## src/rtl/load_store_unit.sv

```systemverilog
// Load/store front end for a word-organised data memory with byte write mask.
// It turns one processor request at a time into an aligned word access, then
// returns the sign- or zero-extended load data or an error flag.
// Misaligned, illegal-size and out-of-range requests never touch memory.
module load_store_unit #(
   parameter int MEM_WORDS = 1024
) (
   input  logic        clk,
   input  logic        resetn,
   input  logic        req_valid,
   output logic        req_ready,
   input  logic        req_we,
   input  logic [31:0] req_addr,
   input  logic [1:0]  req_size,
   input  logic        req_unsigned,
   input  logic [31:0] req_wdata,
   output logic        rsp_valid,
   output logic [31:0] rsp_rdata,
   output logic        rsp_err,
   output logic [31:0] mem_addr,
   output logic        mem_rstrb,
   output logic [31:0] mem_wdata,
   output logic [3:0]  mem_wmask,
   input  logic [31:0] mem_rdata
);

   typedef enum logic [1:0] {
      S_IDLE,
      S_ACCESS,
      S_WAIT,
      S_RESP
   } state_t;

   localparam logic [31:0] MEM_WORDS_U = 32'(MEM_WORDS);

   state_t      state_q, state_d;
   logic        we_q, we_d;
   logic [1:0]  size_q, size_d;
   logic [1:0]  lo_q, lo_d;
   logic        uns_q, uns_d;
   logic [31:0] mem_addr_q, mem_addr_d;
   logic [31:0] mem_wdata_q, mem_wdata_d;
   logic [3:0]  mem_wmask_q, mem_wmask_d;
   logic        mem_rstrb_q, mem_rstrb_d;
   logic        rsp_valid_q, rsp_valid_d;
   logic [31:0] rsp_rdata_q, rsp_rdata_d;
   logic        rsp_err_q, rsp_err_d;

   logic        req_err;
   logic [3:0]  store_mask;
   logic [31:0] store_data;
   logic [7:0]  byte_lane;
   logic [15:0] half_lane;
   logic [31:0] load_data;

   // Decode the incoming request: legality, byte mask and lane-replicated data.
   always_comb begin
      req_err    = 1'b0;
      store_mask = 4'b0000;
      store_data = req_wdata;
      case (req_size)
         2'd0: begin
            store_mask = 4'b0001 << req_addr[1:0];
            store_data = {4{req_wdata[7:0]}};
         end
         2'd1: begin
            store_mask = req_addr[1] ? 4'b1100 : 4'b0011;
            store_data = {2{req_wdata[15:0]}};
            req_err    = req_addr[0];
         end
         2'd2: begin
            store_mask = 4'b1111;
            req_err    = (req_addr[1:0] != 2'b00);
         end
         default: req_err = 1'b1;
      endcase
      if ({2'b00, req_addr[31:2]} >= MEM_WORDS_U) begin
         req_err = 1'b1;
      end
   end

   // Pick the addressed lane out of the returned word and extend it.
   always_comb begin
      byte_lane = mem_rdata[{lo_q, 3'b000} +: 8];
      half_lane = lo_q[1] ? mem_rdata[31:16] : mem_rdata[15:0];
      case (size_q)
         2'd0:    load_data = {{24{byte_lane[7] & ~uns_q}}, byte_lane};
         2'd1:    load_data = {{16{half_lane[15] & ~uns_q}}, half_lane};
         default: load_data = mem_rdata;
      endcase
   end

   // Next-state and output logic; strobes and the response pulse default low.
   always_comb begin
      state_d     = state_q;
      we_d        = we_q;
      size_d      = size_q;
      lo_d        = lo_q;
      uns_d       = uns_q;
      mem_addr_d  = mem_addr_q;
      mem_wdata_d = mem_wdata_q;
      mem_wmask_d = 4'b0000;
      mem_rstrb_d = 1'b0;
      rsp_valid_d = 1'b0;
      rsp_rdata_d = rsp_rdata_q;
      rsp_err_d   = rsp_err_q;
      case (state_q)
         S_IDLE: begin
            if (req_valid) begin
               we_d   = req_we;
               size_d = req_size;
               lo_d   = req_addr[1:0];
               uns_d  = req_unsigned;
               if (req_err) begin
                  state_d     = S_RESP;
                  rsp_valid_d = 1'b1;
                  rsp_err_d   = 1'b1;
                  rsp_rdata_d = 32'h0;
               end else begin
                  state_d    = S_ACCESS;
                  mem_addr_d = {req_addr[31:2], 2'b00};
                  if (req_we) begin
                     mem_wdata_d = store_data;
                     mem_wmask_d = store_mask;
                  end else begin
                     mem_rstrb_d = 1'b1;
                  end
               end
            end
         end
         S_ACCESS: begin
            if (we_q) begin
               state_d     = S_RESP;
               rsp_valid_d = 1'b1;
               rsp_err_d   = 1'b0;
               rsp_rdata_d = 32'h0;
            end else begin
               state_d = S_WAIT;
            end
         end
         S_WAIT: begin
            state_d     = S_RESP;
            rsp_valid_d = 1'b1;
            rsp_err_d   = 1'b0;
            rsp_rdata_d = load_data;
         end
         S_RESP: begin
            state_d = S_IDLE;
         end
         default: begin
            state_d = S_IDLE;
         end
      endcase
   end

   // State and output registers with synchronous active-low reset.
   always_ff @(posedge clk) begin
      if (!resetn) begin
         state_q     <= S_IDLE;
         we_q        <= 1'b0;
         size_q      <= 2'd0;
         lo_q        <= 2'd0;
         uns_q       <= 1'b0;
         mem_addr_q  <= 32'h0;
         mem_wdata_q <= 32'h0;
         mem_wmask_q <= 4'b0000;
         mem_rstrb_q <= 1'b0;
         rsp_valid_q <= 1'b0;
         rsp_rdata_q <= 32'h0;
         rsp_err_q   <= 1'b0;
      end else begin
         state_q     <= state_d;
         we_q        <= we_d;
         size_q      <= size_d;
         lo_q        <= lo_d;
         uns_q       <= uns_d;
         mem_addr_q  <= mem_addr_d;
         mem_wdata_q <= mem_wdata_d;
         mem_wmask_q <= mem_wmask_d;
         mem_rstrb_q <= mem_rstrb_d;
         rsp_valid_q <= rsp_valid_d;
         rsp_rdata_q <= rsp_rdata_d;
         rsp_err_q   <= rsp_err_d;
      end
   end

   assign req_ready = (state_q == S_IDLE);
   assign rsp_valid = rsp_valid_q;
   assign rsp_rdata = rsp_rdata_q;
   assign rsp_err   = rsp_err_q;
   assign mem_addr  = mem_addr_q;
   assign mem_wdata = mem_wdata_q;
   assign mem_wmask = mem_wmask_q;
   assign mem_rstrb = mem_rstrb_q;

endmodule

```

## config.mk

```make
export PLATFORM = sky130hd
export DESIGN_NAME = load_store_unit
export DESIGN_NICKNAME = d
export VERILOG_FILES = /design/src/rtl/load_store_unit.sv
export SDC_FILE = /design/constraint.sdc
export NUM_CORES = 1
export LEC_CHECK = 0
export CORE_ASPECT_RATIO = 1.4
export CORE_MARGIN = 10
export CORE_UTILIZATION = 43
export DETAILED_ROUTE_END_ITERATION = 7
export GPL_TIMING_DRIVEN = 1
export PLACE_DENSITY = 0.92
export SLEW_MARGIN = 20
export SYNTH_ARGS = -nofsm -noshare
export SYNTH_HDL_FRONTEND = slang
export SYNTH_SLANG_ARGS = --single-unit
export TNS_END_PERCENT = 50
```

## constraint.sdc

```tcl
create_clock -name clk -period 3.2 [get_ports clk]
set_clock_uncertainty 0.05 [all_clocks]
set_input_delay 0.96 -clock clk [delete_from_list [all_inputs] [get_ports clk]]
set_output_delay 0.96 -clock clk [all_outputs]
set_load 0.01 [all_outputs]
```

==> run_results.csv <==
group,metric,value,unit
outcome,status,"completed",
setup_path,max_stage_delay,430,ps
clock_tree,cts_setup_buffers,0,
timing,fin_crit,2950,ps
timing,fmax,339,MHz
synthesis,synth_edf_count,0,
timing,rsz0062_at_grt,"no",
detailed_routing,postRouteAntennaNets,0,
global_routing,antenna_found_initial,0,
flow_run,cap_violations,0,
detailed_routing,first_pass_iters,4,
pwr,power_density,528,mW/mm^2
synthesis,async_reset_ff_share,0,%
global_routing,track_usage,20.9,%
synthesis,synth_area,0.00488,mm^2
floorplan,die_w,110,um
clock_tree,cts-buffers-inserted,9,
detailed_routing,routed_via_density,5.52,
timing,relSlewSlack,45.0,%
timing,hold_viol_final,0,
setup_path,crit_top_cell,"buf_4",
clock_tree,clk_latency,340,ps
synthesis,avgSynthCellArea,8.75,um^2
cells_and_area,areaGrowthSynthToFinish,51.3,%
global_routing,gr-total-overflow,0,
detailed_routing,drc_errors,0,
global_routing,grt_pass1_vias,5102,
setup_path,startpoint_type,"primary input",
setup_path,endpoint_kind,"flip-flop",
synthesis,ys_warn_count,0,
setup_path,path_buf_inv,3,
floorplan,dieArea,0.0161,mm^2
floorplan,die_y,146,um
min_path,min_from,"mem_wdata[25]$_SDFFE_PN0P_",
timing,slew_violations,0,
setup_path,path_delay_family,"simple AND/OR/NAND/NOR gates",
clock_tree,clock_sinks,109,
cells_and_area,final_net_count,850,
synthesis,postSynthCellCount,557,
placement,routabilityCongestion,0.876,
synthesis,seq_area_frac_synth,44.8,%
placement,place_hpwl,13400,um
floorplan,start_util,44.4,%
clock_tree,h-tree-depth,3,
setup_path,startpoint,"req_addr[12]",
pwr,ir_drop,0.249,mV
cells_and_area,regArea,0.00218,mm^2
clock_tree,cts.path.max_buffers,2,
synthesis,ys_seq_elements,109,
clock_tree,cts_tree,"done",
detailed_routing,num_vias,4904,
placement,port-buffer-count,204,
clock_tree,cts_resized,0,
detailed_routing,wl,17200,um
setup_path,path_cells,"clkdlybuf4s50_1, nor4_2, nand4_1, buf_4, nor3_1, buf_4, nand2_1, and3_1",
setup_path,path_class,"primary input to flip-flop",
global_routing,grt_pass1_wl,27100,um
detailed_routing,wl_per_cell,19.3,um
setup_path,arrival,3140,ps
setup_path,path_max_fanout,21,
cells_and_area,drive_gt1_share,7.75,%
cells_and_area,fillers,894,
floorplan,num_io_pins,207,
clock_tree,holdBufCountCts,0,
timing,period_share,92.1,%
setup_path,r2r-start,"state_q[1]$_SDFFE_PN0N_",
cells_and_area,diodes,0,
cells_and_area,multi_input_area,0.00243,mm^2
clock_tree,path_clk_slew,90,ps
synthesis,synth_cell_types,46,
clock_tree,cts_root_buf,"clkbuf_16",
cells_and_area,fin_util,67.2,%
timing,tightest_slew,824,ps
min_path,hold_path.class,"flip-flop to flip-flop",
floorplan,core-area,0.0110,mm^2
global_routing,grt_max_degree,93,
pwr,p_leak,2.79,nW
timing,setup_viol,0,
floorplan,rows,45,
setup_path,worstPathRequired,3390,ps
timing,finalSetupTns,0,ps
setup_path,cp_slowest_cell,"clkdlybuf4s50_1",
synthesis,synthFlopType,"dfxtp_1",
detailed_routing,drtIter0Drc,175,
-- final cells by class --
type                       count  area share (%)
tap                          141            2.39
timing repair buffer         224            30.2
clock inverter                 7            1.31
inverter                      12           0.610
clock buffer                   9            3.05
sequential                   109            29.6
multi-input combinational    387            32.9
-- worst min-delay path, stage by stage, from the launching register on --
cell and delay [ps]:
dfxtp_1 310, nand2_1 50, o21ai_0 60
-- cells in the mapped netlist (5+ instances only) --
| cell | instances | share of area [%] |
|---|---|---|
| a211oi_1 | 9 | 1.4 |
| a21o_1 | 16 | 2.5 |
| a21oi_1 | 14 | 1.4 |
| a22o_1 | 10 | 1.8 |
| a22o_2 | 6 | 1.2 |
| a311oi_1 | 8 | 1.4 |
| a31oi_1 | 9 | 1.2 |
| a32oi_1 | 7 | 1.3 |
| and3_1 | 21 | 2.7 |
| buf_2 | 5 | 0.51 |
| clkbuf_1 | 33 | 2.5 |
| dfxtp_1 | 109 | 45 |
| inv_1 | 12 | 0.92 |
| mux2i_1 | 31 | 6.4 |
| nand2_1 | 96 | 7.4 |
| nand3_1 | 27 | 2.8 |
| nor2_1 | 24 | 1.8 |
| nor3_1 | 6 | 0.62 |
| nor4_2 | 5 | 1.3 |
| o2111ai_1 | 8 | 1.4 |
| o21ai_0 | 44 | 4.5 |
| o221ai_1 | 6 | 1.1 |
-- cell families (layout without fill, tap and decap cells) --
| kind of cell | Yosys count | after routing | share of synthesized area [%] |
|---|---|---|---|
| compound gates | 151 | 151 | 21.8 |
| fa+ha+maj | 4 | 4 | 1.03 |
| buf+inv | 62 | 252 | 5.82 |
| flops | 109 | 109 | 44.8 |
| mux | 35 | 35 | 7.52 |
| other cells | 1 | 2 | 0.0769 |
| simple gates | 195 | 195 | 19.0 |
-- power by group --
part | internal [W] | leakage, nW | switching (W)
clock | 0.000574 | 0.156 | 0.000584
combinational | 0.000580 | 1.76 | 0.000607
sequential | 0.00146 | 0.881 | 0.0000908
total | 0.00261 | 2.79 | 0.00128
-- state kept, by name, indices dropped and copies added, names as in the netlist --
register / flops
mem_addr: 30
rsp_valid: 1
mem_rstrb: 1
lo_q: 2
state_q: 2
rsp_rdata: 32
mem_wdata: 32
size_q: 2
mem_wmask: 4
rsp_err: 1
we_q: 1
uns_q: 1
-- placed cells by master (no fill, tap or decap), types with 5 or more instances in the layout --
cell type	count
a211oi_1	9
a21o_1	16
a21oi_1	14
a22o_1	10
a22o_2	6
a311oi_1	8
a31oi_1	9
a32oi_1	7
and3_1	21
buf_4	17
clkbuf_16	9
clkdlybuf4s50_1	203
dfxtp_1	109
inv_1	12
mux2i_1	31
nand2_1	96
nand3_1	27
nor2_1	24
nor3_1	6
nor4_2	5
o2111ai_1	8
o21ai_0	44
o221ai_1	6
-- final timing paths --
kind	to	slack, ps	cells after the start
max	mem_addr[24]$_SDFFE_PN0P_	250	8
max reg2reg	rsp_rdata[22]$_SDFFE_PN0P_	930	8
min reg2reg	mem_wdata[25]$_SDFFE_PN0P_	410	2
min	mem_wdata[25]$_SDFFE_PN0P_	410	2
-- metrics by stage --
stage / cell area, um^2 / setup WS [ps] / hold slack (ps) / cells / total power [W]
6_report: 7380 / 254 / 409 / 889 / 0.00389
5_1_grt: 7380 / 80.8 / 428 / 889 / 0.00409
3_5_place_dp: 7060 / -89.5 / 401 / 873 / 0.00276
3_3_place_gp: 7060 / -52.2 / 394 / 873 / 0.00272
4_1_cts: 7380 / 279 / 414 / 889 / 0.00392
2_1_floorplan: 4880 / 625 / 387 / 558 / 0.00222
-- per-layer routing --
layer  GRT usage [%]  vias to the layer above  part of all wire, %
met4            6.33                        0                  1.9
met5               0                        -                    0
met3            7.35                       21                  8.6
met2            37.5                      177                   53
li1                -                     2371                    -
met1            21.8                     2335                   36
Note: power is estimated with default switching activity, not from simulation.
